**src/rtl/moore_step_sequencer.sv**
```systemverilog
// moore_step_sequencer
// Moore step sequencer: walks a WIDTH-bit step value through 0..LIMIT,
// up or down, holding each value for DWELL clocks while running.
// The output code is binary or Gray. Free-running mode wraps around at the
// ends of the range. One-shot mode parks at the terminal value in DONE.
// Every output is decoded from registered state only.

module moore_step_sequencer #(
    parameter int WIDTH    = 2,
    parameter int LIMIT    = 3,
    parameter int DWELL    = 1,
    parameter int ENCODING = 0,
    parameter int ONE_SHOT = 0
) (
    input  logic             inputClk,
    input  logic             inputReset,
    input  logic             inputI,
    input  logic             inputS,
    output logic [WIDTH-1:0] outputB,
    output logic             outputRunning,
    output logic             outputWrap,
    output logic             outputDone
);

    localparam int DW = $clog2(DWELL + 1);

    localparam logic [WIDTH-1:0] STEP_LIMIT = WIDTH'(LIMIT);
    localparam logic [WIDTH-1:0] STEP_ZERO  = '0;
    localparam logic [WIDTH-1:0] STEP_ONE   = WIDTH'(1);
    localparam logic [DW-1:0]    DWELL_LAST = DW'(DWELL - 1);
    localparam logic [DW-1:0]    DWELL_ONE  = DW'(1);

    typedef enum logic [1:0] {
        ST_IDLE = 2'd0,
        ST_RUN  = 2'd1,
        ST_DONE = 2'd2
    } state_t;

    state_t           r_state;
    logic [WIDTH-1:0] r_step;
    logic [DW-1:0]    r_dwell;
    logic             r_wrap;

    state_t           w_state_nxt;
    logic [WIDTH-1:0] w_step_nxt;
    logic [DW-1:0]    w_dwell_nxt;
    logic             w_wrap_nxt;

    logic             w_at_end;
    logic [WIDTH-1:0] w_step_adv;

    // Advance target for the current direction, plus a flag for the wrap boundary
    always_comb begin
        w_at_end   = 1'b0;
        w_step_adv = r_step;
        if (inputS) begin
            w_at_end   = (r_step == STEP_ZERO);
            w_step_adv = w_at_end ? STEP_LIMIT : (r_step - STEP_ONE);
        end else begin
            w_at_end   = (r_step == STEP_LIMIT);
            w_step_adv = w_at_end ? STEP_ZERO : (r_step + STEP_ONE);
        end
    end

    // Next-state logic for the fsm, step, dwell counter and wrap flag
    always_comb begin
        w_state_nxt = r_state;
        w_step_nxt  = r_step;
        w_dwell_nxt = r_dwell;
        w_wrap_nxt  = 1'b0;

        unique case (r_state)
            ST_IDLE: begin
                if (inputI) begin
                    w_state_nxt = ST_RUN;
                    w_dwell_nxt = '0;
                end
            end

            ST_RUN: begin
                if (!inputI) begin
                    // Pause: step is kept so a later run resumes where it left off
                    w_state_nxt = ST_IDLE;
                    w_dwell_nxt = '0;
                end else if (r_dwell == DWELL_LAST) begin
                    w_dwell_nxt = '0;
                    if (w_at_end && (ONE_SHOT != 0)) begin
                        // Terminal value reached: hold it and do not flag a wrap
                        w_state_nxt = ST_DONE;
                    end else begin
                        w_step_nxt = w_step_adv;
                        w_wrap_nxt = w_at_end;
                    end
                end else begin
                    w_dwell_nxt = r_dwell + DWELL_ONE;
                end
            end

            ST_DONE: begin
                if (!inputI) begin
                    w_state_nxt = ST_IDLE;
                    w_step_nxt  = '0;
                    w_dwell_nxt = '0;
                end
            end

            default: begin
                w_state_nxt = ST_IDLE;
                w_dwell_nxt = '0;
            end
        endcase
    end

    // State registers with asynchronous reset
    always_ff @(posedge inputClk or posedge inputReset) begin
        if (inputReset) begin
            r_state <= ST_IDLE;
            r_step  <= '0;
            r_dwell <= '0;
            r_wrap  <= 1'b0;
        end else begin
            r_state <= w_state_nxt;
            r_step  <= w_step_nxt;
            r_dwell <= w_dwell_nxt;
            r_wrap  <= w_wrap_nxt;
        end
    end

    // Output decode from registered state only
    always_comb begin
        if (ENCODING != 0) begin
            outputB = r_step ^ (r_step >> 1);
        end else begin
            outputB = r_step;
        end
        outputRunning = (r_state == ST_RUN);
        outputDone    = (r_state == ST_DONE);
        outputWrap    = r_wrap;
    end

endmodule

```
**config.mk**
```make
export PLATFORM = sky130hd
export DESIGN_NAME = moore_step_sequencer
export DESIGN_NICKNAME = d
export VERILOG_FILES = /design/src/rtl/moore_step_sequencer.sv
export SDC_FILE = /design/constraint.sdc
export NUM_CORES = 1
export LEC_CHECK = 0
export CAP_MARGIN = 10
export CORE_AREA = 8 8 45 47
export CTS_CLUSTER_DIAMETER = 200
export DETAILED_ROUTE_END_ITERATION = 12
export DIE_AREA = 0 0 53 55
export PLACE_DENSITY = 0.46
export SLEW_MARGIN = 15
export SYNTH_ARGS = -nofsm -noshare
export SYNTH_HDL_FRONTEND = slang
export SYNTH_SLANG_ARGS = --single-unit
```
**constraint.sdc**
```tcl
create_clock -name inputClk -period 1.05 [get_ports inputClk]
set_input_delay 0.1575 -clock inputClk [delete_from_list [all_inputs] [get_ports inputClk]]
set_output_delay 0.1575 -clock inputClk [all_outputs]
set_load 0.02 [all_outputs]
```
=== After elaboration in Yosys (flattened, before gate mapping) ===
Cells that the tools add are included.
W data, S select, Z words.

* Bits in registers: 6
* Latch bits: 0
* Bits in writable memories: 0
* Bits in read-only memories: 0
* Bits of input ports: 4
* Word-level logic and storage cells: 40
* Memories kept: 0

* Add/subtract/negate cells: 3
* $mul: 0
* Div/mod/pow operators: 0
* Magnitude comparators: 0
* Equal/unequal tests: 8
* Shift-type cells: 0
* Muxes and demuxes: 18
* Bitwise operators: 0
* Reductions and logical operators: 7

{| class="wikitable"
|+ Operator list
! kind !! count
|-
| $mux W2 || 7
|-
| $ne A2 B2 Y1 const B || 5
|-
| $mux W1 || 8
|-
| $pmux W2 S2 || 2
|-
| $eq A2 B2 Y1 const B || 2
|-
| $logic_not A2 Y1 || 2
|-
| $reduce_and A2 Y1 || 2
|-
| $reduce_and A4 Y1 || 1
|-
| $pmux W1 S3 || 1
|-
| $add A2 B1 Y2 const B || 1
|-
| $eq A2 B1 Y1 const B || 1
|-
| $reduce_bool A2 Y1 || 1
|-
| $reduce_or A2 Y1 || 1
|-
| $sub A2 B1 Y2 const B || 1
|-
| $add A1 B1 Y1 const B || 1
|}

=== Depth between registers and ports, before layout ===
* Word-level depth: 6
* Depth in mapped cells: 4
* Depth with buffers taken out: 4

=== Worst setup path after synthesis ===
OpenSTA, ideal clock, no wires.

* Kind: input to register
* Start: input port outputB[0]
* End: register r_step[1] (netlist: outputB[1])
* Data arrival time: 1.090 ns
* Required time: 0.922 ns
* Slack: -0.168 ns
* Stages on the path: 5
* Path buffers: 0
* Path through: dfrtp_1 -> inv_1 -> ha_1 -> xnor2_1 -> a21oi_1

* Longest elaborated chain between the ends: 6
* Elaborated cells between the ends (all ways): 10
* Classes of those cells: add/sub: 2; eq/ne: 1; mux: 6; reduce/logical: 1

{| class="wikitable"
|+ RTL lines
! item !! RTL line !! source
|-
| start, declared || 19 || <nowiki>output logic [WIDTH-1:0] outputB,</nowiki>
|-
| $add A2 B1 Y2 (tied with other cells) || 61 || <nowiki>w_step_adv = w_at_end ? STEP_ZERO : (r_step + STEP_ONE);</nowiki>
|-
| $mux W2 (on tied branches) || 61, 58 ||
|-
| $mux W2 (*) || 56 || <nowiki>if (inputS) begin</nowiki>
|-
| $mux W2 (*) || 85 || <nowiki>end else if (r_dwell == DWELL_LAST) begin</nowiki>
|-
| $mux W2 (*) || 81 || <nowiki>if (!inputI) begin</nowiki>
|-
| $pmux W2 S2 (*) || 72 || <nowiki>unique case (r_state)</nowiki>
|-
| end signal, assigned || 123 || <nowiki>r_step <= w_step_nxt;</nowiki>
|-
| end, declared || 40 || <nowiki>logic [WIDTH-1:0] r_step;</nowiki>
|}

Mark *: on every way between the ends. The rest lies on a longest branch, timed or not. The select of a mux whose other input is x is not followed.
A chain may end at the register's enable or synchronous reset.

=== Final worst setup path ===
* Start: input port outputB[1]
* End: register r_step[1] (netlist: outputB[1])

Same word-level chain as after synthesis.

==> run_results.csv <==
group,metric,value,unit
clocking,cts_tree,"built",
critical_path,cp_max_fo,3,
drt,post_drt_wl_per_cell,11.6,um
clocking,cts.htree.levels,1,
critical_path,cp-endpoint,"outputB[1]",
drt,detail-route-antenna-nets,0,
pwr,cellPowerDensity,3150,nW/um^2
global_route,first_global_vias,226,
sta,worst_slack,17.3,ps
finish,area_growth,80.2,%
drt,viasPerCell,3.73,
drt,routed_wl,605,um
critical_path,worst_path_max_delay_cell,"dfrtp_2",
finish,nets,45,
floorplan,ios,9,
pwr,p_total,1.33,mW
global_route,grt_overflow_total,0,
critical_path,r2r_end,"outputB[1]",
critical_path,crit_buf_inv,1,
clocking,root_buffer,"clkbuf_4",
floorplan,die_x,53,um
clocking,cts_max_path_buffers,2,
synth,syn_nets,29,
critical_path,reg2reg_depth,4,
floorplan,num_rows,14,
placement,dp.final_hpwl,383,um
critical_path,path_cells,"inv_2, ha_4, xnor2_2, a21oi_1",
critical_path,critical_path.max_stage_delay,410,ps
placement,placed_cells,47,
synth,synth.cell_area,234,sq um
floorplan,initial_utilization,16.9,%
clocking,cts_hold_buffers,0,
synth,ys_ff_latch,4,
synth,synth_top_cell_by_area,"dfrtp_1",
finish,layout-drive-gt1-share,63.9,%
critical_path,worst-path-stages,4,
global_route,grt_max_degree,5,
global_route,track_usage,4.44,%
critical_path,path_delay_family,"flip-flops",
sta,fmax,0.968,GHz
critical_path,crit_path_start_kind,"flip-flop",
clocking,clkTransAtPathRegs,40,ps
sta,final_hold_viol_count,0,
critical_path,rrSetupSlack,20,ps
synth,syn-instance-count,22,
sta,finalCritPeriodShare,98.3,%
sta,fin_worst_skew,2.01,ps
sta,slew_violations,0,
finish,final_cell_mix,"ha_4 (3), clkbuf_4 (3), clkdlybuf4s50_1 (3), buf_2 (3), buf_6 (3)",
placement,gp_congestion,0.615,
finish,fin_cells,52,
floorplan,dieArea,2920,sq um
synth,synth_area_leaders,"dfrtp_1 (43%), ha_1 (16%), nand2b_4 (5.9%), a31oi_2 (5.3%), inv_1 (4.8%)",
drt,first_iter_violations,3,
floorplan,die_y,55,um
drt,remaining_drc_errors,0,
sta,finalSetupViolCount,0,
finish,regArea,103,sq um
drt,num_vias,194,
clocking,cts_sinks,4,
synth,synth_warnings,0,
critical_path,worstSetupPathType,"reg2reg",
synth,yosysSeqAreaShare,42.8,%
critical_path,worstPathRequired,1200,ps
finish,fillers,155,
sta,rsz0062_at_grt,"true",
drt,dr.pass1.iters,2,
critical_path,crit_path_start,"outputB[1]",
pwr,ir_worst_vdd,1070,uV
finish,multi_input_area,160,sq um
job,max_cap_violations,0,
global_route,antenna_found_initial,0,
clocking,cts_buffers,3,
critical_path,setup.worst_path.end_class,"flip-flop",
global_route,grt_pass1_wl,883,um
synth,syn_area_per_cell,10.6,sq um
min_path,hold_class,"in2async",
placement,io_buffer_count,7,
critical_path,arrival,1190,ps
clocking,insertion_delay,230,ps
pwr,leakagePower,0.187,nW
outcome,outcome,"finished, final reports clean",
critical_path,r2r-start,"outputB[1]",
sta,layout_min_cycle_time,1030,ps
synth,synthDominantCellAreaShare,42.8,%
finish,antennaDiodeCount,0,
floorplan,coreArea,1380,sq um
synth,ys_types,13,
placement,place_ws,-157,ps
==> through the flow <==
stage,hold WS [ps],util (%),TNS [ps],cell area (sq um)
CTS,106,26.7,-14.1,369
detailed placement,364,24.7,-564,342
floorplan,-76.6,-,-43.9,236
global placement,355,24.7,-508,342
global route,136,30.5,-60.0,422
finish,109,30.5,0,422
==> area by class of cell <==
class                      instances  area share, %
sequential                         4           24.3
clock buffer                       3           5.34
tap                               16           4.75
timing repair buffer              12           24.9
multi-input combinational         14           38.0
inverter                           3           2.67
==> how the worst min path moves through the flow <==
stage	depth (start not counted)	start	endpoint	slack, ps
2_1_floorplan	1	inputReset	outputWrap	-80
3_3_place_gp	2	inputReset	outputWrap	360
3_5_place_dp	2	inputReset	outputWrap	360
4_1_cts	2	inputReset	r_state[0]	110
5_1_grt	2	inputReset	r_state[0]	140
6_report	2	inputReset	r_state[0]	110
==> state kept, by name, indices dropped and copies added, names as in the netlist <==
name / cells
outputB: 2
outputWrap: 1
r_state: 1
==> report_power, final <==
part	internal, mW	leakage [nW]	total [mW]	switching (mW)
clock network	0.128	0.0138	0.193	0.0647
logic	0.451	0.127	0.845	0.394
registers	0.232	0.0459	0.291	0.0591
==> layer usage <==
metal / up-vias / GRT usage [%] / routed length [um]
met5: - / 0 / 0
met4: 0 / 3.88 / 0
met3: 0 / 2.94 / 47
met2: 8 / 5.08 / 252
met1: 90 / 5.35 / 305
li1: 96 / - / -
==> timing repair <==
action,in CTS,in global routing
gates resized for setup,19,7
endpoints found under the hold margin,0,0
setup buffers,0,2
pin swaps,1,4
setup endpoints to repair,7,3
==> synth_stat cells <==
master,instances
inv_1,3
dfrtp_1,4
nor2_1,1
nand2_1,2
a21oi_2,1
ha_1,3
nand2b_4,1
xor2_1,1
buf_4,1
a31oi_2,1
conb_1,1
xnor2_1,1
a21oi_1,2
==> logic make-up (layout without fill, tap and decap cells) <==
logic type                 Yosys count  in the layout  share of synthesized area, %
xor gates and xnor gates             2              2                          7.49
adders and majority gates            3              3                          16.0
AOI/OAI and AO/OA                    4              4                          13.4
DFF                                  4              4                          42.8
and+or+nand+nor                      4              4                          10.7
other                                1              1                          1.60
buffers and inverters                4             18                          8.02
==> worst reg2reg max path, stage by stage, from the launching register on <==
cell and delay (ps):
dfrtp_2 410, inv_2 80, ha_4 200, xnor2_2 130
a21oi_1 130
Note: power is estimated with default switching activity, not from simulation.
